File: src/rtl/pwm_ctrl_pkg.sv
// rtl/pwm_ctrl_pkg.sv - shared state encoding and PWM period constants for the sweep controller
package pwm_ctrl_pkg;

  localparam int DEF_SIZE_OF_VALUE = 8;

  // One PWM period spans every code of the duty counter.
  function automatic int period_len(input int size_of_value);
    return 1 << size_of_value;
  endfunction

  localparam int DEF_PERIOD_LEN = 1 << DEF_SIZE_OF_VALUE;

  typedef enum logic [2:0] {
    ST_IDLE    = 3'd0,
    ST_LOAD    = 3'd1,
    ST_SETTLE  = 3'd2,
    ST_MEASURE = 3'd3,
    ST_NEXT    = 3'd4,
    ST_FINISH  = 3'd5,
    ST_OFF     = 3'd6
  } sweep_state_e;

endpackage

File: src/rtl/pwm_period_cnt.sv
// rtl/pwm_period_cnt.sv - clock and PWM-period counters with a one-cycle settle terminal pulse
module pwm_period_cnt
  import pwm_ctrl_pkg::*;
#(
  parameter int SIZE_OF_VALUE = DEF_SIZE_OF_VALUE,
  parameter int SETTLE_W      = 16
) (
  input  logic                clk_i,
  input  logic                rst_i,
  input  logic                clr_i,
  input  logic                en_i,
  input  logic [SETTLE_W-1:0] target_i,
  output logic                term_o
);

  logic [SIZE_OF_VALUE-1:0] clk_cnt_q;
  logic [SETTLE_W-1:0]      per_cnt_q;
  logic [SETTLE_W-1:0]      target_m1;
  logic                     clk_wrap;

  assign clk_wrap  = &clk_cnt_q;
  assign target_m1 = target_i - {{(SETTLE_W-1){1'b0}}, 1'b1};

  always_ff @(posedge clk_i) begin
    if (rst_i || clr_i) begin
      clk_cnt_q <= '0;
      per_cnt_q <= '0;
    end else if (en_i) begin
      clk_cnt_q <= clk_cnt_q + {{(SIZE_OF_VALUE-1){1'b0}}, 1'b1};
      if (clk_wrap) begin
        per_cnt_q <= per_cnt_q + {{(SETTLE_W-1){1'b0}}, 1'b1};
      end
    end
  end

  // Fires on the last clock of the last settle period.
  assign term_o = en_i && clk_wrap && (per_cnt_q == target_m1);

endmodule

File: src/rtl/pwm_sweep_ctrl.sv
// rtl/pwm_sweep_ctrl.sv - stepped PWM brightness sweep with per-level settle and measurement handshake
module pwm_sweep_ctrl
  import pwm_ctrl_pkg::*;
#(
  parameter int SIZE_OF_VALUE = DEF_SIZE_OF_VALUE,
  parameter int SETTLE_W      = 16
) (
  input  logic                     clk_i,
  input  logic                     rst_i,
  input  logic                     start_i,
  input  logic                     abort_i,
  input  logic [SIZE_OF_VALUE-1:0] step_i,
  input  logic [SETTLE_W-1:0]      settle_i,
  output logic                     pwm_set_o,
  output logic [SIZE_OF_VALUE-1:0] pwm_value_o,
  output logic                     meas_req_o,
  input  logic                     meas_ack_i,
  output logic                     busy_o,
  output logic                     done_o
);

  sweep_state_e state_q, state_d;

  logic [SIZE_OF_VALUE-1:0] level_q;
  logic [SIZE_OF_VALUE-1:0] step_q;
  logic [SIZE_OF_VALUE-1:0] last_val_q;
  logic [SIZE_OF_VALUE-1:0] value_c;
  logic [SETTLE_W-1:0]      settle_q;
  logic [SIZE_OF_VALUE:0]   sum_c;
  logic                     sweep_end_c;
  logic                     cnt_clr;
  logic                     cnt_en;
  logic                     period_term;
  logic                     start_acc;

  // One extra bit so an overshoot past full scale is seen, never wrapped.
  assign sum_c       = {1'b0, level_q} + {1'b0, step_q};
  assign sweep_end_c = (step_q == '0) || sum_c[SIZE_OF_VALUE];
  assign start_acc   = (state_q == ST_IDLE) && start_i;

  pwm_period_cnt #(
    .SIZE_OF_VALUE (SIZE_OF_VALUE),
    .SETTLE_W      (SETTLE_W)
  ) u_period_cnt (
    .clk_i    (clk_i),
    .rst_i    (rst_i),
    .clr_i    (cnt_clr),
    .en_i     (cnt_en),
    .target_i (settle_q),
    .term_o   (period_term)
  );

  always_ff @(posedge clk_i) begin
    if (rst_i) begin
      state_q <= ST_IDLE;
    end else begin
      state_q <= state_d;
    end
  end

  always_comb begin
    state_d = state_q;
    case (state_q)
      ST_IDLE:    if (start_i) state_d = ST_LOAD;
      ST_LOAD:    state_d = ST_SETTLE;
      ST_SETTLE:  if (period_term) state_d = ST_MEASURE;
      ST_MEASURE: if (meas_ack_i) state_d = ST_NEXT;
      ST_NEXT:    state_d = sweep_end_c ? ST_FINISH : ST_LOAD;
      ST_FINISH:  state_d = ST_IDLE;
      ST_OFF:     state_d = ST_IDLE;
      default:    state_d = ST_IDLE;
    endcase
    // Abort overrides everything in the active states, including an ack.
    if (abort_i && (state_q inside {ST_LOAD, ST_SETTLE, ST_MEASURE, ST_NEXT})) begin
      state_d = ST_OFF;
    end
  end

  always_comb begin
    pwm_set_o  = 1'b0;
    value_c    = '0;
    meas_req_o = 1'b0;
    done_o     = 1'b0;
    cnt_clr    = 1'b0;
    cnt_en     = 1'b0;
    busy_o     = (state_q != ST_IDLE);
    case (state_q)
      ST_LOAD: begin
        pwm_set_o = 1'b1;
        value_c   = level_q;
        cnt_clr   = 1'b1;
      end
      ST_SETTLE:  cnt_en = 1'b1;
      ST_MEASURE: meas_req_o = 1'b1;
      ST_FINISH: begin
        pwm_set_o = 1'b1;
        done_o    = 1'b1;
      end
      ST_OFF:     pwm_set_o = 1'b1;
      default: ;
    endcase
  end

  assign pwm_value_o = pwm_set_o ? value_c : last_val_q;

  always_ff @(posedge clk_i) begin
    if (rst_i) begin
      level_q    <= '0;
      step_q     <= '0;
      settle_q   <= '0;
      last_val_q <= '0;
    end else begin
      if (start_acc) begin
        level_q  <= '0;
        step_q   <= step_i;
        settle_q <= (settle_i == '0) ? {{(SETTLE_W-1){1'b0}}, 1'b1} : settle_i;
      end
      if ((state_q == ST_NEXT) && (state_d == ST_LOAD)) begin
        level_q <= sum_c[SIZE_OF_VALUE-1:0];
      end
      if (pwm_set_o) begin
        last_val_q <= value_c;
      end
    end
  end

endmodule

File: config.mk
export PLATFORM = sky130hd
export DESIGN_NAME = pwm_sweep_ctrl
export DESIGN_NICKNAME = d
export VERILOG_FILES = /design/src/rtl/pwm_ctrl_pkg.sv /design/src/rtl/pwm_period_cnt.sv /design/src/rtl/pwm_sweep_ctrl.sv
export SDC_FILE = /design/constraint.sdc
export NUM_CORES = 1
export LEC_CHECK = 0
export ABC_CLOCK_PERIOD_IN_PS = 8400
export CORE_AREA = 2 2 106 108
export CTS_BUF_LIST = sky130_fd_sc_hd__clkbuf_2
export DETAILED_ROUTE_END_ITERATION = 12
export DIE_AREA = 0 0 108 110
export SLEW_MARGIN = 40
export SYNTH_ARGS = -nofsm -noshare
export SYNTH_HDL_FRONTEND = slang
export SYNTH_HIERARCHICAL = 1
export SYNTH_SLANG_ARGS = --single-unit
export TNS_END_PERCENT = 5
File: constraint.sdc
create_clock -name clk_i -period 8.4 [get_ports clk_i]
set_clock_uncertainty 0.15 [all_clocks]
set_input_delay 1.68 -clock clk_i [delete_from_list [all_inputs] [get_ports clk_i]]
set_output_delay 1.68 -clock clk_i [all_outputs]
set_load 0.02 [all_outputs]
==> results.json <==
{
  "layout.cells.non_filler": 614,
  "antenna_found_initial": 0,
  "vias_per_cell": 5.08,
  "setup_tns_ps": 0,
  "synth.distinct_cells": 68,
  "synth_edf_count": 0,
  "crit_path_max_fanout": 9,
  "core_sq_um": 10700,
  "synth_nets": 481,
  "clock-sinks": 67,
  "syn_to_final_growth_pct": 17.9,
  "clock.fmax_mhz": 234,
  "cts_hold_buf": 0,
  "cap_viol_max_count": 0,
  "max_stage_delay_ps": 610,
  "synth_flop_cell": "dfxtp_1",
  "max_slew.worst_pin.slew_ps": 728,
  "syn_area_per_cell_sq_um": 8.31,
  "crit_type": "register to output port",
  "die_w_um": 108,
  "final_util": 0.403,
  "clk_pin_slew_ps": 200,
  "ant_nets": 0,
  "first_pass_iters": 4,
  "yosysSeqAreaShare": 0.367,
  "p_per_area_nw_per_um2": 236,
  "cts_buffer_depth": 2,
  "cts_resized": 0,
  "synthCells": 440,
  "overflow": 0,
  "timing.hold.ws_ps": 333,
  "fin_crit_ps": 4280,
  "nNetsFinal": 510,
  "final_cell_mix": "67 x dfxtp_1, 57 x nand2_1, 44 x nor2_1, 40 x clkdlybuf4s50_1, 34 x a21oi_1",
  "grt_usage": 0.152,
  "ys_warn_count": 6,
  "hpwl_um": 6130,
  "first_iter_violations": 126,
  "final_common_cell": "dfxtp_1",
  "hold_viol_final": 0,
  "crit_required_ps": 6570,
  "startpoint_type": "register",
  "grt_max_degree": 46,
  "start_util": 0.342,
  "crit_chain": "inv_1, nor3_2, a22o_1, clkdlybuf4s50_1",
  "rsz0062_at_grt": "false",
  "hold_class": "register to register",
  "root_buffer": "clkbuf_2",
  "relSlewSlack": 0.510,
  "grt_pass1_vias": 3058,
  "via_count": 3119,
  "postCtsSetupBuffers": 0,
  "rows": 38,
  "endpoint_kind": "output port",
  "gp_congestion": 0.808,
  "io_buffers": 40,
  "htree_levels": 3,
  "ios": 41,
  "netlist_area_sq_um": 3650,
  "dp_cells": 598,
  "slowest_stage": "clkdlybuf4s50_1",
  "setup_viol": 0,
  "power.leakage_uw": 0.00159,
  "cts_tree": "done",
  "routedWlPerCell_um": 13.7,
  "synth_seq_cells": 67,
  "n_antenna_cell": 0,
  "die_h_um": 110,
  "ir_drop_uv": 84.6,
  "grt_pass1_wl_um": 14300,
  "post-route-drc-count": 0,
  "async_flop_share": 0,
  "fp.dieArea_sq_um": 11900,
  "cts_made_buffers": 9,
  "worstPathArrival_ps": 2450,
  "status": "finished, final reports clean",
  "drive_gt1_frac": 0.0759,
  "totalWireLength_um": 8410,
  "slew_viol_final": 0,
  "clk_latency_ps": 500,
  "finalCritPeriodShare": 0.509
}
state kept, by name (all words and copies together), names as in the netlist:
name / count
u_period_cnt/clk_cnt_q: 8
last_val_q: 8
level_q: 8
settle_q: 16
state_q: 3
step_q: 8
u_period_cnt/per_cnt_q: 16
through the flow:
stage / power, uW / setup slack (ps) / instance area (sq um)
4_1_cts: 1030 / 4070 / 4310
3_3_place_gp: 761 / 4680 / 4140
3_5_place_dp: 774 / 4600 / 4150
2_1_floorplan: 680 / 5310 / 3650
5_1_grt: 1090 / 3880 / 4310
6_report: 1020 / 4120 / 4310
final timing paths:
kind	from	endpoint	slack, ps	depth (start not counted)
max	state_q[0]	pwm_value_o[1]	4120	4
min reg2reg	settle_q[15]	settle_q[15]	330	2
max reg2reg	settle_q[0]	state_q[0]	4860	11
min	settle_q[15]	settle_q[15]	330	2
cell usage after synthesis, types with 2 or more instances:
cell / number / area [sq um]
nor2_1: 44 / 165
o21ai_0: 8 / 40.0
or3_1: 4 / 25.0
nand2_1: 58 / 218
clkbuf_1: 16 / 60.1
inv_1: 10 / 37.5
and3_1: 3 / 18.8
o211ai_1: 3 / 22.5
xnor2_1: 15 / 131
dfxtp_1: 67 / 1340
nor2b_1: 11 / 68.8
or2_1: 3 / 18.8
a21oi_1: 34 / 170
a311o_1: 2 / 20.0
mux2i_1: 4 / 40.0
or4_1: 3 / 22.5
nand4b_1: 3 / 26.3
or2b_2: 2 / 17.5
o21a_1: 5 / 37.5
nand4_1: 10 / 62.6
nor3_1: 8 / 40.0
a211oi_1: 2 / 15.0
and2b_2: 2 / 17.5
xor2_1: 26 / 228
a22o_1: 8 / 70.1
o31ai_1: 3 / 22.5
nand2b_1: 6 / 37.5
ha_1: 11 / 138
buf_2: 4 / 20.0
and4_1: 2 / 17.5
o21bai_1: 2 / 15.0
nor4_1: 8 / 50.1
nand3_1: 18 / 90.1
logic make-up after synthesis:
group	synth area share
fa+ha+maj	0.0459
buf+inv	0.0377
mux	0.0110
simple gates	0.287
flops	0.367
xor+xnor	0.0983
compound gates	0.153
worst max-delay path, delay by kind of cell (launching register included):
| kind | cells | cell delay (ps) |
|---|---|---|
| flops | 1 | 430 |
| buf+inv | 2 | 750 |
| compound gates | 1 | 260 |
| simple gates | 1 | 510 |
cell type report:
cell class              count  area, sq um
clock buffers               9         45.0
well taps                 140          175
clock inverters             7          115
inverters                  10         37.5
repair buffers             41          408
multi-input cells         340         2190
fillers                  1108         6390
flip-flops and latches     67         1340
metal layers:
metal / GRT usage / wire length [um]
met2: 0.252 / 4000
met3: 0.0312 / 278
met5: 0 / 0
met4: 0.0540 / 148
met1: 0.196 / 3980
power by group:
group / internal [uW] / leakage, uW / switching (uW)
combinational: 152 / 0.000953 / 214
sequential: 352 / 0.000544 / 47.6
clock: 128 / 0.0000916 / 123
(Power assumes the default switching activity.)
